--- src/rtl/credit_switch_scheduler.sv ---
// credit_switch_scheduler: credit-aware separable switch allocator (input-first).
// Stage 1 picks one VC per input, stage 2 picks one input per output, both
// round-robin. Grants are registered; the registered grant doubles as the
// one-cycle re-grant mask that covers the upstream request-clear lag.
// Optional macro SCHED_CREDIT_CHECK_EN: enables per-output downstream credit
// counters, credit gating and the sticky credit_err flag. When undefined,
// every output has infinite credit.

// Round-robin picker: first asserted request at or after ptr, wrapping.
module credit_switch_rr #(
  parameter int N  = 4,
  parameter int PW = (N > 1) ? $clog2(N) : 1
) (
  input  logic [N-1:0]  req,
  input  logic [PW-1:0] ptr,
  output logic          gnt_valid,
  output logic [PW-1:0] gnt_idx
);
  // Scan farthest offset first so the request nearest the pointer wins.
  always_comb begin
    gnt_valid = 1'b0;
    gnt_idx   = '0;
    for (int k = N - 1; k >= 0; k--) begin
      if (req[(int'(ptr) + k) % N]) begin
        gnt_valid = 1'b1;
        gnt_idx   = PW'((int'(ptr) + k) % N);
      end
    end
  end
endmodule

module credit_switch_scheduler #(
  parameter int NUM_PORTS    = 5,
  parameter int NUM_VC       = 4,
  parameter int CREDIT_DEPTH = NUM_VC,
  parameter int VC_BITS      = $clog2(NUM_VC),
  parameter int CNT_BITS     = $clog2(CREDIT_DEPTH + 1)
) (
  input  logic                                    clk,
  input  logic                                    reset,
  input  logic [NUM_VC*NUM_PORTS-1:0][NUM_PORTS-1:0] vc_dst_port,
  input  logic                                    stall,
  input  logic [NUM_PORTS-2:0]                    dwnstr_router_increment,
  output logic [NUM_PORTS-1:0]                    grant_valid,
  output logic [NUM_PORTS-1:0][VC_BITS-1:0]       grant_vc,
  output logic [NUM_PORTS-1:0][NUM_PORTS-1:0]     grant_out_port,
  output logic [NUM_PORTS-2:0][CNT_BITS-1:0]      credit_count,
  output logic                                    credit_err
);
  localparam int PB = $clog2(NUM_PORTS);

  logic [NUM_PORTS-1:0][VC_BITS-1:0]   in_ptr;
  logic [NUM_PORTS-1:0][PB-1:0]        out_ptr;
  logic [NUM_PORTS-1:0]                has_credit;
  logic [NUM_PORTS-1:0][NUM_VC-1:0]    elig;
  logic [NUM_PORTS-1:0]                cand_valid;
  logic [NUM_PORTS-1:0][VC_BITS-1:0]   cand_vc;
  logic [NUM_PORTS-1:0][NUM_PORTS-1:0] cand_port;
  logic [NUM_PORTS-1:0][NUM_PORTS-1:0] out_req;   // [output][input]
  logic [NUM_PORTS-1:0]                out_win_valid;
  logic [NUM_PORTS-1:0][PB-1:0]        out_win;
  logic [NUM_PORTS-1:0]                grant_to;  // per output, stall applied
  logic [NUM_PORTS-1:0]                new_valid;
  logic [NUM_PORTS-1:0][NUM_PORTS-1:0] new_port;

  // Eligible: target has credit (implies a request) and VC not granted last cycle.
  always_comb begin
    elig = '0;
    for (int i = 0; i < NUM_PORTS; i++) begin
      for (int j = 0; j < NUM_VC; j++) begin
        elig[i][j] = (|(vc_dst_port[i*NUM_VC+j] & has_credit)) &&
                     !(grant_valid[i] && grant_vc[i] == VC_BITS'(j));
      end
    end
  end

  // Stage 1: one candidate VC per input.
  for (genvar i = 0; i < NUM_PORTS; i++) begin : g_in
    credit_switch_rr #(.N(NUM_VC), .PW(VC_BITS)) u_in_rr (
      .req(elig[i]), .ptr(in_ptr[i]),
      .gnt_valid(cand_valid[i]), .gnt_idx(cand_vc[i])
    );
    assign cand_port[i] = cand_valid[i] ? vc_dst_port[i*NUM_VC + int'(cand_vc[i])] : '0;
  end

  // Regroup candidates by the output they target.
  always_comb begin
    out_req = '0;
    for (int o = 0; o < NUM_PORTS; o++)
      for (int i = 0; i < NUM_PORTS; i++)
        out_req[o][i] = cand_port[i][o];
  end

  // Stage 2: one input per output.
  for (genvar o = 0; o < NUM_PORTS; o++) begin : g_out
    credit_switch_rr #(.N(NUM_PORTS), .PW(PB)) u_out_rr (
      .req(out_req[o]), .ptr(out_ptr[o]),
      .gnt_valid(out_win_valid[o]), .gnt_idx(out_win[o])
    );
  end

  // Final grant per input: stage-2 winners, all dropped under stall.
  always_comb begin
    grant_to  = out_win_valid & {NUM_PORTS{~stall}};
    new_valid = '0;
    new_port  = '0;
    for (int o = 0; o < NUM_PORTS; o++) begin
      for (int i = 0; i < NUM_PORTS; i++) begin
        if (grant_to[o] && out_win[o] == PB'(i)) begin
          new_valid[i]   = 1'b1;
          new_port[i][o] = 1'b1;
        end
      end
    end
  end

  // Registered grants; these also serve as next cycle's re-grant mask.
  always_ff @(posedge clk) begin
    if (!reset) begin
      grant_valid    <= '0;
      grant_vc       <= '0;
      grant_out_port <= '0;
    end else begin
      grant_valid    <= new_valid;
      grant_out_port <= new_port;
      for (int i = 0; i < NUM_PORTS; i++)
        grant_vc[i] <= new_valid[i] ? cand_vc[i] : '0;
    end
  end

  // Round-robin pointers advance past the winner; hold otherwise.
  always_ff @(posedge clk) begin
    if (!reset) begin
      in_ptr  <= '0;
      out_ptr <= '0;
    end else begin
      for (int i = 0; i < NUM_PORTS; i++)
        if (new_valid[i]) in_ptr[i] <= VC_BITS'((int'(cand_vc[i]) + 1) % NUM_VC);
      for (int o = 0; o < NUM_PORTS; o++)
        if (grant_to[o]) out_ptr[o] <= PB'((int'(out_win[o]) + 1) % NUM_PORTS);
    end
  end

`ifdef SCHED_CREDIT_CHECK_EN
  // Non-local outputs need a free downstream slot; local eject never blocks.
  always_comb begin
    has_credit = '1;
    for (int o = 0; o < NUM_PORTS - 1; o++)
      has_credit[o] = (credit_count[o] != '0);
  end

  // Credit counters: grant consumes, return pulse restores, saturate + flag.
  always_ff @(posedge clk) begin
    if (!reset) begin
      for (int o = 0; o < NUM_PORTS - 1; o++)
        credit_count[o] <= CNT_BITS'(CREDIT_DEPTH);
      credit_err <= 1'b0;
    end else begin
      for (int o = 0; o < NUM_PORTS - 1; o++) begin
        if (grant_to[o] && !dwnstr_router_increment[o]) begin
          credit_count[o] <= credit_count[o] - CNT_BITS'(1);
        end else if (!grant_to[o] && dwnstr_router_increment[o]) begin
          if (credit_count[o] == CNT_BITS'(CREDIT_DEPTH)) credit_err <= 1'b1;
          else credit_count[o] <= credit_count[o] + CNT_BITS'(1);
        end
      end
    end
  end
`else
  logic unused_inc;
  assign unused_inc = ^dwnstr_router_increment;
  assign has_credit = '1;
  assign credit_err = 1'b0;

  // Infinite credit: counters read as permanently full.
  always_comb begin
    credit_count = '0;
    for (int o = 0; o < NUM_PORTS - 1; o++)
      credit_count[o] = CNT_BITS'(CREDIT_DEPTH);
  end
`endif

endmodule

--- config.mk ---
export PLATFORM = sky130hd
export DESIGN_NAME = credit_switch_scheduler
export DESIGN_NICKNAME = d
export VERILOG_FILES = /design/src/rtl/credit_switch_scheduler.sv
export SDC_FILE = /design/constraint.sdc
export NUM_CORES = 1
export LEC_CHECK = 0
export ABC_CLOCK_PERIOD_IN_PS = 6550
export CORE_ASPECT_RATIO = 0.5
export CORE_MARGIN = 5
export CORE_UTILIZATION = 40
export DETAILED_ROUTE_END_ITERATION = 10
export GPL_TIMING_DRIVEN = 0
export PLACE_DENSITY_LB_ADDON = 0.05
export SKIP_LAST_GASP = 1
export SYNTH_ARGS = -nofsm -noshare
export SYNTH_HDL_FRONTEND = slang
export SYNTH_HIERARCHICAL = 1
export SYNTH_SLANG_ARGS = --single-unit
export TNS_END_PERCENT = 50
--- constraint.sdc ---
create_clock -name clk -period 6.55 [get_ports clk]
set_input_delay 1.31 -clock clk [delete_from_list [all_inputs] [get_ports clk]]
set_output_delay 1.31 -clock clk [all_outputs]
set_load 0.005 [all_outputs]
== After elaboration in Yosys (flattened, before gate mapping) ==
Index checks and enable logic that the tools add are counted.
Operators by class
  $add $sub $neg: 49
  divide/modulo/power cells: 30
  order comparisons: 50
  equal/unequal tests: 35
  multiplexer cells: 284
  bitwise operators: 17
  reductions and logical operators: 135
Operators by type and width (count)
  32-bit by 5-bit less-than comparator with 1-bit output (second input constant): 25
  32-bit by 4-bit modulo with 32-bit output (second input constant): 25
  1-bit 2-to-1 mux: 175
  4-bit by 4-bit modulo with 32-bit output (second input constant): 5
  5-bit binary-select mux with 5-bit select: 4
  5-bit OR reduction: 20
  1-bit binary-select mux with 3-bit select: 25
  3-bit 2-to-1 mux: 25
  5-bit 2-to-1 mux: 14
  1-bit logical AND: 65
  3-bit by 4-bit less-than comparator with 1-bit output (second input constant): 15
  3-bit by 1-bit adder with 4-bit output (second input constant): 10
  3-bit by 2-bit adder with 4-bit output (second input constant): 10
  1-bit binary-select mux with 2-bit select: 20
  2-bit 2-to-1 mux: 20
  3-bit by 2-bit == test with 1-bit output (second input constant): 10
  2-bit OR reduction: 15
  2-bit by 1-bit adder with 2-bit output (second input constant): 10
  2-bit adder (second input constant): 10
  3-bit by 3-bit adder with 4-bit output (second input constant): 5
  2-bit == test (second input constant): 10
  1-bit zero test: 20
  1-bit bitwise AND (first input constant): 15
  3-bit by 1-bit == test with 1-bit output (second input constant): 5
  16 further kinds: 42
Word-level totals
  register bits: 65
  input bits: 107
  output and inout bits: 53
  word-level logic and storage cells: 621

== Depth between registers and ports, before layout ==
Gate-level depths: netlist of the first run.
  word-level depth: 32
  depth in mapped cells: 31
  gate-level depth less buffers: 27

== Cells and area by module ==
The synthesis of the first run kept the hierarchy.
By module, submodules not included
  credit_switch_scheduler: instances 1, cells each 551, area an instance 4894.7 sq um, sequential area each 1301.2 sq um
  credit_switch_rr at g_out[0].u_out_rr ...: instances 3, cells each 212, area an instance 1521.5 sq um, sequential area each 0.0 sq um
  credit_switch_rr at g_out[3].u_out_rr: instances 1, cells each 232, area an instance 1684.1 sq um, sequential area each 0.0 sq um
  credit_switch_rr at g_out[4].u_out_rr: instances 1, cells each 200, area an instance 1570.3 sq um, sequential area each 0.0 sq um
  credit_switch_rr at g_in[0].u_in_rr ...: instances 5, cells each 13, area an instance 77.6 sq um, sequential area each 0.0 sq um

== Worst setup path after synthesis of the first run ==
Ideal clock, no wire load.
  kind: input-to-reg
  start: input vc_dst_port[52] in the netlist's numbering
  end: register out_ptr[5] in the netlist's numbering
  library setup time: 70 ps
  arrival time: 6773 ps
  required time: 6480 ps
  slack: -293 ps
  stages: 25
  buffers on the path: 2
  cells stage by stage: or4_1 o22a_1 nand2b_1 a21oi_1 a211oi_2 buf_2 mux4_2 and2_1 mux4_1 mux2i_1 a311o_2 o2111ai_2 o221ai_1 a311oi_1 o31ai_1 inv_1 ha_1 clkbuf_1 nand2b_1 ha_1 nor2b_1 o2bb2ai_1 a221oi_1 mux2i_1 a21oi_1
RTL lines
  from (decl): RTL line 41  | input logic [NUM_VC*NUM_PORTS-1:0][NUM_PORTS-1:0] vc_dst_port,
  to (signal, indexed assignment): RTL line 140  | if (grant_to[o]) out_ptr[o] <= PB'((int'(out_win[o]) + 1) % NUM_PORTS);
  to (decl): RTL line 53  | logic [NUM_PORTS-1:0][PB-1:0] out_ptr;

==> results of run 1 <==
layer usage:
metal	part of all wire (%)	global-route usage [%]
met5	0	0
met4	2.0	5.370
met3	3.9	1.879
met2	48	40.01
met1	46	31.71
logic make-up (layout without fill, tap and decap cells):
kind of cell	Yosys count	count (layout)	share of synthesized area, %
DFF	65	65	9.932
AOI/OAI and AO/OA	484	484	27.37
xor gates and xnor gates	48	48	3.553
other	2	13	0.05732
adders and majority gates	143	143	13.71
muxes	114	114	12.73
buffers and inverters	193	455	6.857
and+or+nand+nor	635	635	25.79
state kept, by name, summed over array words and instances, names as in the netlist:
register        cells
grant_vc           10
grant_valid         5
out_ptr            15
in_ptr             10
grant_out_port     25
how the worst max path moves through the flow:
stage / start / end / cells after the start
floorplan: vc_dst_port[52] / out_ptr[5]$_SDFFE_PN0P_ / 25
global placement: vc_dst_port[27] / out_ptr[4]$_SDFFE_PN0P_ / 23
detailed placement: vc_dst_port[47] / out_ptr[5]$_SDFFE_PN0P_ / 26
CTS: vc_dst_port[14] / out_ptr[8]$_SDFFE_PN0P_ / 25
global route: vc_dst_port[14] / out_ptr[10]$_SDFFE_PN0P_ / 25
finish: vc_dst_port[74] / out_ptr[7]$_SDFFE_PN0P_ / 27
layout by cell type, fill, tap and decap left out, types with 12 or more instances in the layout:
cell type | synthesis | routed
a21oi_2 | 11 | 19
nand4_1 | 12 | 12
inv_1 | 88 | 73
nand2b_1 | 49 | 40
xnor2_1 | 36 | 36
and2_4 | 0 | 20
nor2_1 | 136 | 124
a211oi_2 | 6 | 15
a31oi_1 | 29 | 21
buf_4 | 24 | 131
mux2_2 | 18 | 17
dfxtp_1 | 65 | 62
inv_2 | 5 | 16
ha_1 | 142 | 118
buf_2 | 31 | 25
mux4_2 | 35 | 38
o31ai_1 | 28 | 20
buf_6 | 6 | 17
o211ai_1 | 12 | 12
nand2_1 | 141 | 139
or4_1 | 23 | 12
dlymetal6s2s_1 | 0 | 31
clkdlybuf4s50_1 | 0 | 93
nor2b_1 | 25 | 23
nand3_1 | 54 | 53
clkbuf_1 | 25 | 21
nor3b_1 | 32 | 27
a21oi_1 | 92 | 84
ha_4 | 0 | 19
mux2i_1 | 53 | 51
o21ai_1 | 12 | 20
or4_4 | 1 | 12
nor3_1 | 33 | 32
and2_1 | 45 | 23
a211oi_1 | 27 | 17
o21ai_0 | 65 | 54
and3_1 | 28 | 28
conb_1 | 2 | 13
a21o_1 | 15 | 15
per-stage QoR:
stage / hold WS (ns) / TNS [ns] / cells / cell area [µm²]
global route: 0.5793 / -0.5539 / 2389 / 17360
finish: 0.5511 / 0 / 2389 / 17360
detailed placement: 0.5525 / -34.01 / 2268 / 15130
CTS: 0.5860 / -0.01821 / 2347 / 16540
global placement: 0.5286 / -29.51 / 2268 / 15130
floorplan: 0.5101 / -0.03093 / 1695 / 13180
timing repair:
action | CTS | global route
buffers inserted | 64 | 43
pin swaps | 65 | 97
gates resized for setup | 190 | 168
setup endpoints to repair | 37 | 35
hold buffers | 0 | 0
layout make-up:
cell class / count / area [µm²] / share of cell area, %
well taps: 432 / 540.5 / 3.114
flip-flops and latches: 65 / 1305 / 7.518
multi-input cells: 1437 / 11950 / 68.87
clock buffers: 9 / 225.2 / 1.297
inverters: 101 / 416.7 / 2.400
clock inverters: 7 / 76.32 / 0.4397
repair buffers: 248 / 2251 / 12.97
plain buffers: 90 / 589.3 / 3.395
worst max-delay path, cell delays in order:
cell and delay, ns:
clkbuf_2 0.09, or4_4 0.53, o22a_1 0.25, nand2_1 0.10, nor2_2 0.05, a211oi_2 0.22, buf_6 0.16, mux4_2 0.50
and2_4 0.21, mux4_2 0.46, mux2i_1 0.15, a311o_2 0.21, o2111ai_4 0.17, o221ai_2 0.23, a311oi_2 0.16, o31ai_4 0.28
buf_4 0.17, ha_4 0.13, ha_4 0.21, ha_4 0.16, inv_4 0.05, ha_4 0.18, nand2b_4 0.16, a211oi_4 0.24
o21ai_1 0.08, nand2_1 0.07, a31oi_1 0.08
==> metrics.txt, run 1 <==
H-tree Lvls 3; Final setup viols 0; CP Capture Type flop; largest net degree at the start of global routing 14; hold wc startpoint out_ptr[9]$_SDFFE_PN0P_; Reg-to-Reg Start out_ptr[6]$_SDFFE_PN0P_; die height roughly 140 µm; worst-skew pair later-pin latency about 0.34 ns; yosys warns 6; post-synthesis sequential area ratio 9.932%; initial antenna violation count 1; CTS Root Cell clkbuf_16; synthesized instance count 1684; pre-CTS setup slack -1.371 ns; number of global-route vias before repair between 10000 and 15000; PortBufs 141; maxcap violations 0; CP Data Required Time between 6 and 7 ns; detailed placement HPWL 34580 µm; Syn Area/Cell 7.780 µm²; post-synth top area share 13.56%; critical path class primary input to flop; Max-Slew Margin vs Limit 39.34%; Chip Width 265.9 µm; DR pass1 iterations 6; Starting Density 40.94%; outcome finished, final reports clean; post-route ant nets 0; vias per cell roughly 6; gr ovfl total 0; total CTS buffers 9; row count 46; filler instances 2985; #FFs+latches synth 65; Netlist cell types 119; Hold Path End out_ptr[9]$_SDFFE_PN0P_; Total GRT Usage around 23%; Max Clock Freq 0.1550 GHz; Ports 160; CTS sink count 65; DRC errors left 0; top-count cell post-synth ha_1; Initial DRC Count between 800 and 900; Reg2Reg Depth 30; worst setup margin 0.09752 ns; CTS tree yes; clk_skew 0.009712 ns; Vias 14130; total core area 0.03200 mm²; RSZ-0062 raised after global routing true; Post-Route WL 45630 µm; Hold Crit Class flop to flop; CP Launch Type primary input; top post-synthesis cells by count ha_1 (142), nand2_1 (141), nor2_1 (136); P&R area growth vs syn 32.49%; Arrival @ worst endpoint 6.64 ns; hold path depth 2; Hold Fails Final Rpt 0; CP Max Fanout 5; clk slew on worst S/H paths about 0.060 ns; number of flops mapped to enable cells by yosys 0; Slew @ Worst Pin ~0.9 ns; ant diodes 0; Core Util, Final 54.24%; R2R Path End out_ptr[7]$_SDFFE_PN0P_; part of the cycle the worst path needs between 90 and 100%; share of cells above drive strength 1 a little over a quarter; top cells by area, synth ha_1 (14%), dfxtp_1 (9.9%), mux4_2 (6.0%); Final Max Slew Viols 0; Die Area 0.03669 mm²; first-pass GRT wire length 70630 µm; Placer Congestion between 0.9 and 1; clock buffer depth 2; top_reg_cell synth dfxtp_1; Synth area leader ha_1; R2R setup slack 0.29 ns; fin crit period 6.452 ns; synthesized cell area about 0.013 mm²; Layout Nets ~2200; Synth async-reset ratio 0%; wire per inst ~19 µm
Power of run 1 is left out: the tool's default activity adds up to more than one toggle a clock period on the data nets, which glitch-free logic cannot reach.
==> run 2: changes to the inputs <==
- CORE_UTILIZATION: 40 -> 45
- GPL_ROUTABILITY_DRIVEN: unset -> 1
==> metrics.txt, run 2 (synthesized netlist as in run 1, its figures left out) <==
outcome finished, final reports clean; P&R area growth vs syn 30.43%; Initial DRC Count 1097 (+27%); CTS tree yes; Die Area 0.03283 mm² (-11%); Max Clock Freq 0.1538 GHz (-0.77%); ant diodes 0 (unchanged); hold wc startpoint out_ptr[9]$_SDFFE_PN0P_; worst-skew pair later-pin latency 0.34 ns (about the same); worst setup margin 0.04776 ns (-0.04976 ns); DR pass1 iterations 5 (-1); critical path class primary input to flop; total CTS buffers 9 (unchanged); clock buffer depth 2 (unchanged); Total GRT Usage 25.00% (+1.9 points); Final setup viols 0 (unchanged); row count 44 (-4.3%); Arrival @ worst endpoint 6.77 ns (+0.13 ns); Hold Fails Final Rpt 0 (unchanged); crit path from vc_dst_port[49]; Final Max Slew Viols 0 (unchanged); initial antenna violation count 2 (+1); first-pass GRT wire length 68250 µm (-3.4%); max reg flops 25 (unchanged); final instance area 0.01709 mm² (-1.6%); maxcap violations 0 (unchanged); Reg-to-Reg Start out_ptr[3]$_SDFFE_PN0P_; number of global-route vias before repair 13260 (-3.1%); Largest Register grant_out_port; clk_skew 0.007196 ns (-0.002517 ns); Chip Width 251.3 µm (-5.5%); fin crit period 6.502 ns (+0.04976 ns); CTS Root Cell clkbuf_16; most frequent cells in the layout nand2_1 (140), nor2_1 (126), ha_1 (119); gr ovfl total 0 (unchanged); wire per inst 19.13 µm (+0.19%); DRC errors left 0 (unchanged); Ports 160 (unchanged); post-route ant nets 0 (unchanged); largest net degree at the start of global routing 13 (-1); Vias 14080 (-0.40%); H-tree Lvls 3 (unchanged); Max-Slew Margin vs Limit 42.66% (+3.3 points); die height 130.7 µm (-5.3%); CP Capture Type flop; total core area 0.02885 mm² (-9.9%); Hold Crit Class flop to flop; CP max stage delay 0.45 ns (-0.08 ns); CP Launch Type primary input; pre-CTS setup slack -1.355 ns (+0.01525 ns); filler instances 2555 (-14%); share of cells above drive strength 1 25.39% (-1.4 points); Critical-path top delay cell mux4_2; CP Max Fanout 7 (+2); Slew @ Worst Pin 0.8543 ns (-0.04948 ns); detailed placement HPWL 33440 µm (-3.3%); CP Data Required Time 6.81 ns (+0.07 ns); part of the cycle the worst path needs 99.27% (+0.76 points); PortBufs 141 (unchanged); Layout Nets 2175 (-1.2%); Placer Congestion 0.9426 (+0.14%); Post-Route WL 44410 µm (-2.7%); vias per cell 6.064 (+2.5%); CTS sink count 65 (unchanged); Top cell by count, worst path ha_4; Starting Density 45.42% (+4.5 points); Top Registers grant_out_port (25), out_ptr (15); hold_buf cts 0 (unchanged); RSZ-0062 raised after global routing true; commonest non-fill, non-tap cell in the layout nand2_1; clk slew on worst S/H paths 0.06 ns (about the same); setup_tns 0 ns (unchanged); Post-DP Area 0.01508 mm² (-0.34%)
==> run 2: cell types whose count changed in the layout (fill, tap and decap cells not counted), moves of 3 or more <==
| cell | previous run | this run |
|---|---|---|
| a211oi_1 | 17 | 14 |
| a211oi_2 | 15 | 19 |
| a21oi_1 | 84 | 88 |
| a21oi_2 | 19 | 15 |
| and2_1 | 23 | 26 |
| and2_4 | 20 | 17 |
| buf_4 | 131 | 99 |
| buf_6 | 17 | 22 |
| clkdlybuf4s50_1 | 93 | 96 |
| ha_2 | 5 | 1 |
| ha_4 | 19 | 22 |
| nor2_2 | 7 | 4 |
| o21ai_1 | 20 | 15 |
| o21ai_2 | 2 | 5 |
==> run 2: cell type report <==
class / count / area (µm²) / share of cell area, %
multi-input combinational: 1437 / 11930 / 69.79
timing repair buffer: 220 / 2058 / 12.05
sequential: 65 / 1305 / 7.637
buffer: 91 / 589.3 / 3.449
tap: 391 / 489.2 / 2.863
inverter: 101 / 415.4 / 2.431
clock buffer: 10 / 239.0 / 1.399
clock inverter: 6 / 66.31 / 0.3881
==> run 2: final timing paths <==
check                            end  slack [ns]  cells past startpoint
max          out_ptr[7]$_SDFFE_PN0P_        0.05                     27
min reg2reg  out_ptr[9]$_SDFFE_PN0P_        0.56                      2
min          out_ptr[9]$_SDFFE_PN0P_        0.56                      2
max reg2reg  out_ptr[5]$_SDFFE_PN0P_        0.29                     29
==> run 2: timing repair <==
item / in CTS / in global routing
pin swaps: 66 / 69
setup buffers: 61 / 19
resized for setup: 183 / 160
setup endpoints to repair: 37 / 30
==> run 2: through the flow <==
step                      hold WS [ns]  cells  utilization (%)
final                           0.5567   2321            59.23
after global routing            0.5898   2321            59.23
after CTS                       0.5462   2303            57.11
after detailed placement        0.5390   2227            52.27
after global placement          0.5273   2227            52.27
after floorplan                 0.5101   1695                -
==> run 2: routing by layer <==
layer,vias up,global-route usage [%],wire length (µm)
met5,-,0,0
li1,6745,-,-
met1,6811,33.66,19790
met2,465,43.62,21340
met3,54,2.611,2419
met4,0,6.348,865
==> run 2: worst max-delay path: cells and delay by family <==
| family | cells | cell delay, ns |
|---|---|---|
| buf+inv | 6 | 0.98 |
| fa+ha+maj | 4 | 0.79 |
| compound gates | 8 | 1.42 |
| simple gates | 6 | 1.34 |
| mux | 3 | 0.92 |
Power of run 2 is left out for the same reason.
